## config.mk

```make
export PLATFORM = sky130hd
export DESIGN_NAME = multicycle_ctrl_fsm
export DESIGN_NICKNAME = d
export VERILOG_FILES = /design/src/rtl/multicycle_ctrl_fsm_pkg.sv /design/src/rtl/multicycle_ctrl_fsm_ctrl_decode.sv /design/src/rtl/multicycle_ctrl_fsm.sv
export SDC_FILE = /design/constraint.sdc
export NUM_CORES = 1
export LEC_CHECK = 0
export CAP_MARGIN = 20
export CELL_PAD_IN_SITES_DETAIL_PLACEMENT = 2
export CELL_PAD_IN_SITES_GLOBAL_PLACEMENT = 2
export CORE_UTILIZATION = 18
export CTS_CLUSTER_DIAMETER = 100
export CTS_CLUSTER_SIZE = 12
export DETAILED_ROUTE_END_ITERATION = 8
export GPL_TIMING_DRIVEN = 0
export PLACE_DENSITY_LB_ADDON = 0.1
export SYNTH_ARGS = -nofsm -noshare
export SYNTH_HDL_FRONTEND = slang
export SYNTH_SLANG_ARGS = --single-unit
export TNS_END_PERCENT = 50
```

## constraint.sdc

```tcl
create_clock -name clk -period 2.55 [get_ports clk]
set_input_delay 0.51 -clock clk [delete_from_list [all_inputs] [get_ports clk]]
set_output_delay 0.51 -clock clk [all_outputs]
set_load 0.005 [all_outputs]
```

## src/rtl/multicycle_ctrl_fsm_pkg.sv

```systemverilog
// Shared encodings for the multicycle CPU control sequencer: instruction fields,
// FSM states, ALU op codes and datapath mux select values.
package multicycle_ctrl_fsm_pkg;

   // Instruction opcode field values
   localparam logic [5:0] OP_RTYPE = 6'h00;
   localparam logic [5:0] OP_J     = 6'h02;
   localparam logic [5:0] OP_JAL   = 6'h03;
   localparam logic [5:0] OP_BNE   = 6'h05;
   localparam logic [5:0] OP_XORI  = 6'h0E;
   localparam logic [5:0] OP_LW    = 6'h23;
   localparam logic [5:0] OP_SW    = 6'h2B;

   localparam logic [5:0] FN_JR    = 6'h08;
   localparam logic [5:0] FN_ADD   = 6'h20;
   localparam logic [5:0] FN_SUB   = 6'h22;
   localparam logic [5:0] FN_SLT   = 6'h2A;

   localparam logic [2:0] ALU_ADD  = 3'd0;
   localparam logic [2:0] ALU_SUB  = 3'd1;
   localparam logic [2:0] ALU_XOR  = 3'd2;
   localparam logic [2:0] ALU_SLT  = 3'd3;

   localparam logic [1:0] PCSRC_PC4    = 2'd0;
   localparam logic [1:0] PCSRC_BRANCH = 2'd1;
   localparam logic [1:0] PCSRC_JUMP   = 2'd2;
   localparam logic [1:0] PCSRC_RS     = 2'd3;

   localparam logic [1:0] ALUB_RT     = 2'd0;
   localparam logic [1:0] ALUB_FOUR   = 2'd1;
   localparam logic [1:0] ALUB_IMM_SE = 2'd2;
   localparam logic [1:0] ALUB_IMM_ZE = 2'd3;

   localparam logic [1:0] RDST_RT  = 2'd0;
   localparam logic [1:0] RDST_RD  = 2'd1;
   localparam logic [1:0] RDST_R31 = 2'd2;

   localparam logic [1:0] M2R_ALU = 2'd0;
   localparam logic [1:0] M2R_MEM = 2'd1;
   localparam logic [1:0] M2R_PC  = 2'd2;

   typedef enum logic [3:0] {
      S_FETCH     = 4'd0,
      S_DECODE    = 4'd1,
      S_EXEC_R    = 4'd2,
      S_EXEC_I    = 4'd3,
      S_WB_ALU    = 4'd4,
      S_MEM_ADDR  = 4'd5,
      S_MEM_READ  = 4'd6,
      S_MEM_WB    = 4'd7,
      S_MEM_WRITE = 4'd8,
      S_BRANCH    = 4'd9,
      S_JUMP      = 4'd10,
      S_JREG      = 4'd11
   } state_t;

   // Instruction class chosen in DECODE; selects the first execute state
   typedef enum logic [2:0] {
      CLS_ALU_R   = 3'd0,
      CLS_JREG    = 3'd1,
      CLS_MEM     = 3'd2,
      CLS_BRANCH  = 3'd3,
      CLS_ALU_I   = 3'd4,
      CLS_JUMP    = 3'd5,
      CLS_ILLEGAL = 3'd6
   } cls_t;

endpackage

```

## src/rtl/multicycle_ctrl_fsm_ctrl_decode.sv

```systemverilog
// Combinational instruction classifier: opcode/funct to instruction class,
// R-type ALU operation and legality flag.
module multicycle_ctrl_fsm_ctrl_decode
   import multicycle_ctrl_fsm_pkg::*;
#(
   parameter int OPW    = 6,
   parameter int ALUOPW = 3
) (
   input  logic [OPW-1:0]    i_opcode,
   input  logic [OPW-1:0]    i_funct,
   output cls_t              o_cls,
   output logic [ALUOPW-1:0] o_alu_op,
   output logic              o_legal
);

   always_comb begin
      o_cls    = CLS_ILLEGAL;
      o_alu_op = ALUOPW'(ALU_ADD);
      case (i_opcode)
         OPW'(OP_RTYPE): begin
            case (i_funct)
               OPW'(FN_ADD): begin
                  o_cls    = CLS_ALU_R;
                  o_alu_op = ALUOPW'(ALU_ADD);
               end
               OPW'(FN_SUB): begin
                  o_cls    = CLS_ALU_R;
                  o_alu_op = ALUOPW'(ALU_SUB);
               end
               OPW'(FN_SLT): begin
                  o_cls    = CLS_ALU_R;
                  o_alu_op = ALUOPW'(ALU_SLT);
               end
               OPW'(FN_JR):  o_cls = CLS_JREG;
               default:      o_cls = CLS_ILLEGAL;
            endcase
         end
         OPW'(OP_LW), OPW'(OP_SW): o_cls = CLS_MEM;
         OPW'(OP_BNE):             o_cls = CLS_BRANCH;
         OPW'(OP_XORI):            o_cls = CLS_ALU_I;
         OPW'(OP_J), OPW'(OP_JAL): o_cls = CLS_JUMP;
         default:                  o_cls = CLS_ILLEGAL;
      endcase
      o_legal = (o_cls != CLS_ILLEGAL);
   end

endmodule

```

## src/rtl/multicycle_ctrl_fsm.sv

```systemverilog
// Multicycle CPU control sequencer: steps each instruction through
// FETCH/DECODE/EXECUTE/MEMORY/WRITEBACK and drives datapath enables and selects.
module multicycle_ctrl_fsm
   import multicycle_ctrl_fsm_pkg::*;
#(
   parameter int OPW    = 6,
   parameter int ALUOPW = 3
) (
   input  logic              clk,
   input  logic              reset,
   input  logic [OPW-1:0]    opcode,
   input  logic [OPW-1:0]    funct,
   input  logic              zero,
   input  logic              mem_ready,
   output logic              pc_wren,
   output logic              ir_wren,
   output logic              mem_wren,
   output logic              reg_wren,
   output logic              iord,
   output logic [1:0]        pc_src,
   output logic [1:0]        alu_src_b,
   output logic [ALUOPW-1:0] alu_op,
   output logic [1:0]        reg_dst,
   output logic [1:0]        mem_to_reg,
   output logic              busy,
   output logic              illegal_op
);

   state_t              r_state;
   state_t              w_next;
   state_t              w_state_eff;
   cls_t                w_cls;
   logic [ALUOPW-1:0]   w_r_alu_op;
   logic                w_legal;

   multicycle_ctrl_fsm_ctrl_decode #(
      .OPW    (OPW),
      .ALUOPW (ALUOPW)
   ) u_decode (
      .i_opcode (opcode),
      .i_funct  (funct),
      .o_cls    (w_cls),
      .o_alu_op (w_r_alu_op),
      .o_legal  (w_legal)
   );

   always_ff @(posedge clk) begin
      if (reset) r_state <= S_FETCH;
      else       r_state <= w_next;
   end

   // While reset is high the outputs look like FETCH so the datapath sees a
   // clean idle pattern, and all writes are suppressed below.
   always_comb begin
      w_state_eff = reset ? S_FETCH : r_state;
      w_next      = r_state;
      pc_wren     = 1'b0;
      ir_wren     = 1'b0;
      mem_wren    = 1'b0;
      reg_wren    = 1'b0;
      iord        = 1'b0;
      pc_src      = PCSRC_PC4;
      alu_src_b   = ALUB_RT;
      alu_op      = ALUOPW'(ALU_ADD);
      reg_dst     = RDST_RT;
      mem_to_reg  = M2R_ALU;
      illegal_op  = 1'b0;

      case (w_state_eff)
         S_FETCH: begin
            alu_src_b = ALUB_FOUR;
            if (mem_ready) begin
               ir_wren = 1'b1;
               pc_wren = 1'b1;
               w_next  = S_DECODE;
            end
         end
         S_DECODE: begin
            alu_src_b = ALUB_IMM_SE;
            if (!w_legal) begin
               illegal_op = 1'b1;
               w_next     = S_FETCH;
            end else begin
               case (w_cls)
                  CLS_ALU_R:  w_next = S_EXEC_R;
                  CLS_JREG:   w_next = S_JREG;
                  CLS_MEM:    w_next = S_MEM_ADDR;
                  CLS_BRANCH: w_next = S_BRANCH;
                  CLS_ALU_I:  w_next = S_EXEC_I;
                  CLS_JUMP:   w_next = S_JUMP;
                  default:    w_next = S_FETCH;
               endcase
            end
         end
         S_EXEC_R: begin
            alu_src_b = ALUB_RT;
            alu_op    = w_r_alu_op;
            w_next    = S_WB_ALU;
         end
         S_EXEC_I: begin
            alu_src_b = ALUB_IMM_ZE;
            alu_op    = ALUOPW'(ALU_XOR);
            w_next    = S_WB_ALU;
         end
         S_WB_ALU: begin
            reg_wren   = 1'b1;
            mem_to_reg = M2R_ALU;
            reg_dst    = (opcode == OPW'(OP_RTYPE)) ? RDST_RD : RDST_RT;
            w_next     = S_FETCH;
         end
         S_MEM_ADDR: begin
            alu_src_b = ALUB_IMM_SE;
            w_next    = (opcode == OPW'(OP_SW)) ? S_MEM_WRITE : S_MEM_READ;
         end
         S_MEM_READ: begin
            iord = 1'b1;
            if (mem_ready) w_next = S_MEM_WB;
         end
         S_MEM_WB: begin
            reg_wren   = 1'b1;
            mem_to_reg = M2R_MEM;
            reg_dst    = RDST_RT;
            w_next     = S_FETCH;
         end
         S_MEM_WRITE: begin
            iord     = 1'b1;
            mem_wren = 1'b1;
            if (mem_ready) w_next = S_FETCH;
         end
         S_BRANCH: begin
            alu_src_b = ALUB_RT;
            alu_op    = ALUOPW'(ALU_SUB);
            pc_src    = PCSRC_BRANCH;
            pc_wren   = !zero;
            w_next    = S_FETCH;
         end
         S_JUMP: begin
            pc_src  = PCSRC_JUMP;
            pc_wren = 1'b1;
            // JAL links the PC that FETCH already advanced to PC+4
            if (opcode == OPW'(OP_JAL)) begin
               reg_wren   = 1'b1;
               reg_dst    = RDST_R31;
               mem_to_reg = M2R_PC;
            end
            w_next = S_FETCH;
         end
         S_JREG: begin
            pc_src  = PCSRC_RS;
            pc_wren = 1'b1;
            w_next  = S_FETCH;
         end
         default: w_next = S_FETCH;
      endcase

      busy = (w_state_eff != S_FETCH);

      if (reset) begin
         pc_wren    = 1'b0;
         ir_wren    = 1'b0;
         mem_wren   = 1'b0;
         reg_wren   = 1'b0;
         illegal_op = 1'b0;
         w_next     = S_FETCH;
      end
   end

endmodule
```

### Word level (Yosys, flattened, before mapping)

Cells that the tools add are included.

* flip-flop bits (word level): 4
* latch bits: 0
* RAM bits: 0
* ROM bits: 0
* output and inout bits: 18
* logic and storage cells: 78
* memories kept: 0

* add/sub/neg operators: 0
* multipliers: 0
* divide/modulo/power cells: 0
* order comparisons: 0
* eq/ne operators: 30
* shifts and indexed selects: 0
* mux-type cells: 33
* bitwise gates (word level): 0
* reduce and logical (&&, ||, !) cells: 14

Operator list (number)
* 4-bit case mux with 6 select lines: 2
* 6-bit == test, second input constant: 5
* 4-bit two-way mux: 6
* 4-bit by 3-bit == test with 1-bit output, second input constant: 4
* 4-bit == test, second input constant: 4
* 3-bit case mux with 5 select lines: 1
* 2-bit OR reduction: 7
* 1-bit two-way mux: 13
* 6-bit by 2-bit == test with 1-bit output, second input constant: 2
* 6-bit by 4-bit == test with 1-bit output, second input constant: 2
* 2-bit case mux with 2 select lines: 3
* 2-bit case mux with 3 select lines: 2
* 3-bit case mux with 3 select lines: 1
* 4-bit by 2-bit == test with 1-bit output, second input constant: 2
* 3-bit by 2-bit == test with 1-bit output, second input constant: 2
* 3-bit == test, second input constant: 2
* 6-bit by 3-bit == test with 1-bit output, second input constant: 1
* 6-bit logical NOT: 1
* 2-bit != test, second input constant: 3
* 3-bit case mux with 2 select lines: 1
* 4-bit by 1-bit == test with 1-bit output, second input constant: 1
* 4-bit logical NOT: 1
* 4-bit nonzero test: 1
* 3-bit by 1-bit == test with 1-bit output, second input constant: 1
* 9 further kinds: 9

### Depth between registers and ports, before layout

Gate-level depths: netlist of run 1.

* depth in word-level cells: 8
* gate-level depth with buffers: 5
* depth with buffers taken out: 5

### Hierarchy

From an unflattened synthesis of run 1, not the netlist that was laid out.

* cell total of the unflattened synthesis: 111
* area, all modules: 747.0 um^2

Modules (own cells, without submodules)
* multicycle_ctrl_fsm: times used 1, cells an instance 74, area each 513.0 um^2, sequential area each 80.1 um^2
* multicycle_ctrl_fsm_ctrl_decode: times used 1, cells an instance 37, area each 234.0 um^2, sequential area each 0.0 um^2

### Least setup slack after synthesis of run 1

No wires, ideal clock.

* path type: input to output
* start point: in opcode[3]
* end point: out alu_op[1]
* arrival: 1.824 ns
* required time: 2.040 ns
* slack: 0.216 ns
* stages on the path: 4
* cell sequence: or3_4 nand4bb_1 or4_1 o22ai_1

* longest elaborated chain between the ends: 3

Ends and longest elaborated chain
* start, declared: line multicycle_ctrl_fsm.sv:11 `input logic [OPW-1:0] opcode,`
* 6-bit logical NOT: line multicycle_ctrl_fsm_ctrl_decode.sv:19 `case (i_opcode)`
* 3-bit two-way mux: line multicycle_ctrl_fsm_ctrl_decode.sv:19
* 3-bit case mux with 3 select lines: line multicycle_ctrl_fsm.sv:69 `case (w_state_eff)`
* end, declared: line multicycle_ctrl_fsm.sv:22 `output logic [ALUOPW-1:0] alu_op,`

Every way passes these cells.

### Worst setup path in the final report of run 1

Same ends and word-level chain as after synthesis.

==> flow_summary.toml, run 1 <==
[run_status]
outcome = "finished, violations left"
violations = "setup timing"

[yosys]
async_reset_ff_frac = 0
synth_fp_nets = 104
synthTopCellsByCount = "12 x nor2_1, 8 x nand2_1, 6 x a21oi_1, 6 x nor2b_1, 5 x o21ai_0"
seq_area_frac_synth = 0.137
synth_top_area_cell = "dfxtp_1"
yosysWarnings = 0
synth_top_area_share = 0.137
synth_edf_count = 0
synth.distinct_cells = 37
synth_area_leaders = "dfxtp_1 14%, nor2_1 7.7%, nor2b_1 6.4%"
synthFlopType = "dfxtp_1"
yosysMostFrequentCell = "nor2_1"
synth.avg_cell_area_um2 = 6.63
synthCells = 88
syn_area_um2 = 583
synth_seq_cells = 4

[placement]
numPortBuffers = 32
post_dp_cell_area_um2 = 958
dp_hpwl_um = 1930
place_congestion = 0.664
place_ws_ns = -0.971

[drt]
drtPass1Iterations = 4
wl_met1_um = 1140
wl_met3_um = 122
first_iter_violations = 19
drc_errors = 0
wl_met2_um = 1230
routedWlPerCell_um = 14.7
routed_wl_um = 2500
antenna_left = 0
vias = 805
avgViaCountPerCell = 4.74
dr.max_layer_used = "met4"

[setup_path]
crit_cells = 6
path_class = "input port to output pin"
crit_chain = "buf_8 > or3_4 > nand4bb_4 > or4_4 > o22ai_2 > buf_2"
cp_slowest_cell = "or4_4"
crit_start = "opcode[3]"
reg2reg_from = "r_state[2]$_SDFFE_PP0P_"
cp_max_fo = 5
cpLargestDelayFamily = "simple AND/OR/NAND/NOR gates"
required_ns = 2.04
critPathCaptureType = "output pin"
worstRegToRegCells = 4
rr_endpoint = "r_state[3]$_SDFFE_PP0P_"
reg2reg_slack_ns = 1.03
slowest_delay_ns = 0.55
cp-start-kind = "input port"
path_buf_inv = 2
critPathArrivalTime_ns = 2.05
endpoint = "alu_op[1]"

[clock_network]
cts_tree = "built"
clock_latency_ns = 0.23
cts_max_path_buffers = 2
cts.reportedPaths.clkPinSlew_ns = 0.04
cts_hold_buf = 0
cts.sinks = 4
cts_inserted_buffers = 3
cts_root_buf = "clkbuf_4"
h-tree-depth = 1

[timing]
finalHoldViolations = 0
finalClockSkew_ns = 0.00361
rsz0062_at_grt = "true"
min_period_over_period = 1.00
period_needed_ns = 2.56
setup_slack_ns = -0.00686
finalSetupViolCount = 1
slew_violations = 0
fmax_mhz = 391

[global_route]
grt_overflow_total = 0
grt.total_usage = 0.159
grt_max_degree = 11
antenna_found_initial = 0
grt_pass1_vias = 870
grt_pass1_wl_um = 4180

[min_path]
min_path_type = "flip-flop to flip-flop"

[finish]
largestRegisters = "r_state: 4 flops"
regMostFlops = "r_state"
largest_register_ff_count = 4
nFillCells = 382
num_antenna_cells = 0
drive_gt1_frac = 0.317
fin_nets = 144
area.growth.synth_to_final_pct = 90.6
stdcell_area_mm2 = 0.00111

[floorplanning]
die_area_mm2 = 0.00347
fp.coreArea_mm2 = 0.00305
start_util = 0.191
die_h_um = 58.9
die_w_um = 58.9
ios = 34
rows = 20

[power]
p_leak_nw = 0.480
ir_worst_vdd_mv = 0.171
p_per_area_mw_per_mm2 = 212

[flow_run]
max_cap_violations = 0
[cells by family after synthesis]
group,share of synthesized area
other,0.00643
AOI/OAI and AO/OA,0.251
xor gates and xnor gates,0.0451
DFF,0.137
and+or+nand+nor,0.515
buffers and inverters,0.0451
[per-stage QoR]
stage | utilization | hold slack [ns] | TNS [ns] | instances | power (mW)
floorplan | - | 0.487 | 0 | 88 | 0.101
global placement | 0.314 | 0.555 | -6.96 | 164 | 0.148
detailed placement | 0.314 | 0.578 | -7.39 | 164 | 0.150
CTS | 0.361 | 0.611 | -0.0358 | 170 | 0.240
global route | 0.364 | 0.646 | -0.0484 | 170 | 0.253
finish | 0.364 | 0.608 | -0.00686 | 170 | 0.235
[cells in the final DEF, fill, tap and decap left out, types with 3 or more instances in the layout]
cell type / n
a21o_1: 3
a21oi_1: 6
buf_2: 4
buf_4: 4
clkbuf_4: 3
clkdlybuf4s50_1: 14
dfxtp_1: 4
dlygate4sd2_1: 9
nand2_1: 7
nor2_1: 10
nor2b_1: 4
o21ai_1: 3
[power by group]
part           switching, mW  internal [mW]
Combinational         0.0444         0.0495
Sequential           0.00123         0.0644
Clock                 0.0235         0.0525
[worst reg2reg max path: cells and delay by family (launching register included)]
kind,cells,cell delay [ns]
compound gates,2,0.41
flops,1,0.52
simple gates,2,0.48
[worst min path at each step]
stage	start	end	slack, ns	cells after the start
3_5_place_dp	r_state[3]$_SDFFE_PP0P_	r_state[2]$_SDFFE_PP0P_	0.58	1
2_1_floorplan	r_state[3]$_SDFFE_PP0P_	r_state[2]$_SDFFE_PP0P_	0.49	1
6_report	r_state[3]$_SDFFE_PP0P_	r_state[2]$_SDFFE_PP0P_	0.61	1
3_3_place_gp	r_state[3]$_SDFFE_PP0P_	r_state[2]$_SDFFE_PP0P_	0.56	1
5_1_grt	r_state[3]$_SDFFE_PP0P_	r_state[2]$_SDFFE_PP0P_	0.65	1
4_1_cts	r_state[3]$_SDFFE_PP0P_	r_state[2]$_SDFFE_PP0P_	0.61	1
[cell type report]
class / instances / area [um^2] / area share
Buffer: 4 / 31.3 / 0.0282
Multi-Input combinational cell: 78 / 597 / 0.537
Inverter: 2 / 7.51 / 0.00676
Timing Repair Buffer: 35 / 318 / 0.286
Clock buffer: 3 / 22.5 / 0.0203
Tap cell: 44 / 55.1 / 0.0495
Sequential cell: 4 / 80.1 / 0.0721
[repair_timing]
item,in CTS,in global routing
setup buffers,3,0
pin swaps,7,2
gates resized for setup,68,6
endpoints found under the setup margin,16,8
[routing by layer]
layer	global-route usage	vias up
li1	-	397
met1	0.215	383
met2	0.268	23
met3	0.0220	2
met4	0.0306	0
met5	0	-
Power figures use the tool's default switching activity.
==> inputs of run 2 (changes only) <==
--- a/config.mk
+++ b/config.mk
@@ -9,6 +9,7 @@
 export CELL_PAD_IN_SITES_DETAIL_PLACEMENT = 2
 export CELL_PAD_IN_SITES_GLOBAL_PLACEMENT = 2
 export CORE_UTILIZATION = 18
+export CTS_BUF_LIST = sky130_fd_sc_hd__clkbuf_16
 export CTS_CLUSTER_DIAMETER = 100
 export CTS_CLUSTER_SIZE = 12
 export DETAILED_ROUTE_END_ITERATION = 8
==> run 2 against run 1 <==
Effect of this change: the run still ends with setup timing left; clock skew down 0.0014 ns; global-route usage up 0.69 points; core utilization up 2.0 points; sequential power hardly changed; sequential share of layout area shrank 0.37 points; critical path type unchanged; highest routed layer unchanged.
==> flow_summary.toml, run 2 (synthesis gave the netlist of run 1 again) <==
[finish]
final_common_cell = "clkdlybuf4s50_1"
regMostFlops = "r_state"
final_util = 0.384
mostFrequentLayoutCells = "14 x clkdlybuf4s50_1, 10 x nor2_1, 9 x dlygate4sd2_1"
drive_gt1_frac = 0.323
area.growth.synth_to_final_pct = 101
largestRegisters = "r_state: 4 flops"
layout.cells.non_filler = 171
num_antenna_cells = 0
largest_register_ff_count = 4
fin_nets = 145

[clock_network]
cts_hold_buf = 0
cts.reportedPaths.clkPinSlew_ns = 0.03
h-tree-depth = 1
cts_max_path_buffers = 2
cts_inserted_buffers = 3
cts.sinks = 4
cts_root_buf = "clkbuf_16"
cts_tree = "built"
clock_latency_ns = 0.23

[timing]
slew_violations = 0
finalHoldViolations = 0
min_period_over_period = 1.01
whs_ns = 0.607
rsz0062_at_grt = "true"
period_needed_ns = 2.56
finalSetupViolCount = 1
fmax_mhz = 390
fin_tns_setup_ns = -0.0130
setup_slack_ns = -0.0130
finalClockSkew_ns = 0.00224

[placement]
dp_cells = 164
place_congestion = 0.664
numPortBuffers = 32
dp_hpwl_um = 1930

[power]
p_int_mw = 0.315
power.total_mw = 0.407
pwr-share-comb = 0.231
ir_worst_vdd_mv = 0.352
seqPwrFrac = 0.162
clockPowerShare = 0.608
switchingPower_mw = 0.0921
sw_frac_of_total = 0.227
p_leak_nw = 0.507
p_per_area_mw_per_mm2 = 347

[global_route]
grt.total_usage = 0.166
antenna_found_initial = 0
grt_overflow_total = 0
grt_max_degree = 11
grt_pass1_vias = 887
grt_pass1_wl_um = 4280

[min_path]
min_path_type = "flip-flop to flip-flop"
holdPathEnd = "r_state[2]$_SDFFE_PP0P_"
min_path_cells = 1
min_from = "r_state[3]$_SDFFE_PP0P_"

[setup_path]
path_class = "input port to output pin"
rr_endpoint = "r_state[3]$_SDFFE_PP0P_"
cp_max_fo = 5
cp-start-kind = "input port"
worstRegToRegCells = 4
slowest_delay_ns = 0.56
critPathCaptureType = "output pin"
crit_chain = "buf_8 > or3_4 > nand4bb_4 > or4_4 > o22ai_2 > buf_2"
critPathArrivalTime_ns = 2.05
reg2reg_from = "r_state[2]$_SDFFE_PP0P_"
required_ns = 2.04
cp_slowest_cell = "or4_4"
reg2reg_slack_ns = 1.03

[run_status]
violations = "setup timing"
outcome = "finished, violations left"

[flow_run]
max_cap_violations = 0

[floorplanning]
ios = 34
fp.coreArea_mm2 = 0.00305
die_area_mm2 = 0.00347
die_h_um = 58.9
die_w_um = 58.9
start_util = 0.191
rows = 20

[drt]
antenna_left = 0
vias = 796
avgViaCountPerCell = 4.65
routed_wl_um = 2570
drc_errors = 0
first_iter_violations = 13
routedWlPerCell_um = 15.0
drtPass1Iterations = 3
[run 2: changes by cell type in the layout (fill, tap and decap cells not counted)]
cell | before | now
clkbuf_16 | 0 | 3
clkbuf_4 | 3 | 0
buf_4 | 4 | 5
[run 2: critical path, delay by kind of cell]
family,cells,cell delay (ns)
AND/OR/NAND/NOR,3,1.17
AO/OA/AOI/OAI,1,0.14
buffers and inverters,2,0.23
[run 2: per-layer routing]
metal  wire length (um)  GRT usage  up-vias
met5                  0          0        -
met2               1250      0.276       21
li1                   -          -      399
met4                 29     0.0612        0
met3                118     0.0220        2
met1               1180      0.217      374
[run 2: cell type report]
class	count	area, um^2
Tap cell	44	55.1
Inverter	2	7.51
Clock buffer	3	75.1
Fill cell	377	1880
Timing Repair Buffer	36	325
Multi-Input combinational cell	78	597
Buffer	4	31.3
Sequential cell	4	80.1
[run 2: how the worst max path moves through the flow]
| stage | start | endpoint | slack [ns] | cells after the start |
|---|---|---|---|---|
| 6_report | opcode[3] | alu_op[1] | -0.01 | 6 |
| 5_1_grt | opcode[3] | alu_op[1] | -0.05 | 6 |
| 4_1_cts | reset | mem_to_reg[1] | -0.03 | 4 |
| 3_5_place_dp | opcode[3] | alu_op[1] | -0.97 | 6 |
| 3_3_place_gp | opcode[3] | alu_op[1] | -0.96 | 6 |
| 2_1_floorplan | opcode[3] | alu_op[1] | 0.22 | 4 |
[run 2: repair_timing]
item / CTS / global route
endpoints found under the setup margin: 16 / 8
buffers inserted: 3 / 1
pin swaps: 7 / 4
resized for setup: 68 / 6
endpoints found under the hold margin: 0 / 0
[run 2: power groups by stage]
stage	clock network, mW	logic (mW)	registers, mW
floorplan	0	0.0351	0.0659
global placement	0	0.0814	0.0662
detailed placement	0	0.0834	0.0663
CTS	0.252	0.0933	0.0657
global route	0.257	0.103	0.0659
finish	0.247	0.0939	0.0657
[run 2: through the flow]
step / area, um^2 / setup slack [ns]
after floorplan: 583 / 0.216
after global placement: 958 / -0.962
after detailed placement: 958 / -0.971
after CTS: 1150 / -0.0285
after global routing: 1170 / -0.0503
final: 1170 / -0.0130
==> inputs of run 3 (changes only) <==
--- a/config.mk
+++ b/config.mk
@@ -8,6 +8,7 @@
 export CAP_MARGIN = 20
 export CELL_PAD_IN_SITES_DETAIL_PLACEMENT = 2
 export CELL_PAD_IN_SITES_GLOBAL_PLACEMENT = 2
+export CORE_ASPECT_RATIO = 0.6
 export CORE_UTILIZATION = 18
 export CTS_BUF_LIST = sky130_fd_sc_hd__clkbuf_16
 export CTS_CLUSTER_DIAMETER = 100
==> run 3 against run 2 <==
Effect of this change: the run now ends clean; flip-flop and latch count unchanged; worst setup slack better by 0.025 ns; routed wire length rose by 12%; register-to-register slack lost 0.14 ns; core utilization is 2.6 points higher; global-route usage rose by 1.6 points; design area rose by 3.7%; critical path depth unchanged; total power increased by 0.68%; clock-buffer cell count stayed put; maximum frequency increased by 0.99%; critical endpoint unchanged.
==> flow_summary.toml, run 3 (synthesis gave the netlist of run 1 again) <==
[run_status]
outcome = "finished clean"

[clock_network]
h-tree-depth = 1
cts_max_path_buffers = 2
cts_tree = "built"
clock_latency_ns = 0.22
cts_root_buf = "clkbuf_16"
cts_hold_buf = 0
cts.sinks = 4
cts.reportedPaths.clkPinSlew_ns = 0.03
cts_inserted_buffers = 3

[finish]
num_antenna_cells = 0
layout.cells.non_filler = 173
regMostFlops = "r_state"
drive_gt1_frac = 0.366
largestRegisters = "r_state: 4 flops"
mostFrequentLayoutCells = "15 x clkdlybuf4s50_1, 11 x dlygate4sd2_1, 10 x nor2_1"
final_common_cell = "clkdlybuf4s50_1"
fin_nets = 149
stdcell_area_mm2 = 0.00121
nFillCells = 337
largest_register_ff_count = 4
final_util = 0.410
area.growth.synth_to_final_pct = 108

[timing]
whs_ns = 0.612
finalHoldViolations = 0
rsz0062_at_grt = "true"
finalSetupViolCount = 0
slew_headroom = 0.662
slew_violations = 0
finalClockSkew_ns = 0.00172
period_needed_ns = 2.54
fmax_mhz = 394
worst_pin_slew_ns = 0.507
min_period_over_period = 0.995

[floorplanning]
fp.coreArea_mm2 = 0.00297
start_util = 0.197
die_area_mm2 = 0.00348
die_h_um = 46.1
ios = 34
die_w_um = 75.5
rows = 15

[drt]
routed_wl_um = 2890
first_iter_violations = 10
wl_met1_um = 1470
drc_errors = 0
wl_met3_um = 108
dr.max_layer_used = "met3"
drtPass1Iterations = 2
antenna_left = 0
wl_met2_um = 1320
vias = 839
avgViaCountPerCell = 4.85
routedWlPerCell_um = 16.7

[setup_path]
critPathCaptureType = "output pin"
cp_max_fo = 3
required_ns = 2.04
path_class = "input port to output pin"
critPathArrivalTime_ns = 2.03
cp-start-kind = "input port"

[global_route]
grt_max_degree = 11
grt_pass1_vias = 898
grt_overflow_total = 0
grt_pass1_wl_um = 4620
antenna_found_initial = 0
grt.total_usage = 0.181

[placement]
numPortBuffers = 32
dp_cells = 162
post_dp_cell_area_um2 = 956
place_congestion = 0.766
dp_hpwl_um = 2030

[power]
p_per_area_mw_per_mm2 = 337
p_leak_nw = 0.514
ir_worst_vdd_mv = 0.400
power.total_mw = 0.409

[flow_run]
max_cap_violations = 0

[min_path]
min_path_type = "flip-flop to flip-flop"
run 3: changes by cell type in the layout (fill, tap and decap cells not counted), moves of 2 or more:
cell,previous run,this run
o21ai_2,1,3
dlygate4sd2_1,9,11
dlymetal6s2s_1,2,0
buf_4,5,9
run 3: critical path, cell delays in order:
cell	delay, ns
buf_8	0.10
or3_4	0.38
nand4bb_4	0.23
or4_4	0.54
o22ai_2	0.14
buf_2	0.13
run 3: metrics by stage:
| stage | setup slack (ns) | TNS (ns) |
|---|---|---|
| after floorplan | 0.216 | 0 |
| after global placement | -0.994 | -7.35 |
| after detailed placement | -1.02 | -7.23 |
| after CTS | -0.0457 | -0.0853 |
| after global routing | -0.0473 | -0.0538 |
| final | 0.0122 | 0 |
run 3: power breakdown:
part | internal [mW] | switching [mW]
sequential | 0.0645 | 0.00143
clock | 0.200 | 0.0416
combinational | 0.0532 | 0.0486
total | 0.318 | 0.0916
run 3: final cells by class:
type / count / area (um^2) / share of cell area
Timing Repair Buffer: 40 / 353 / 0.290
Buffer: 4 / 27.5 / 0.0227
Multi-Input combinational cell: 78 / 619 / 0.510
Clock buffer: 3 / 75.1 / 0.0618
Inverter: 2 / 7.51 / 0.00618
Sequential cell: 4 / 80.1 / 0.0659
Tap cell: 42 / 52.6 / 0.0433
run 3: what timing repair did:
action,in CTS,in global routing
pin swaps,8,3
buffers inserted,4,4
cloned,0,0
endpoints found under the setup margin,16,7
gates resized for setup,72,7
hold endpoints to repair,0,0
run 3: worst paths after layout:
kind | start | endpoint | slack (ns) | cells after the start
hold / removal | r_state[3]$_SDFFE_PP0P_ | r_state[2]$_SDFFE_PP0P_ | 0.61 | 1
setup reg to reg | r_state[2]$_SDFFE_PP0P_ | r_state[3]$_SDFFE_PP0P_ | 0.89 | 4
setup / recovery | opcode[3] | alu_op[1] | 0.01 | 6
hold reg to reg | r_state[3]$_SDFFE_PP0P_ | r_state[2]$_SDFFE_PP0P_ | 0.61 | 1
run 3: routing by layer:
metal  up-vias  global-route usage
met5         -                   0
met4         0              0.0222
met3         0              0.0153
met2        17               0.316
met1       415               0.253
li1        407                   -
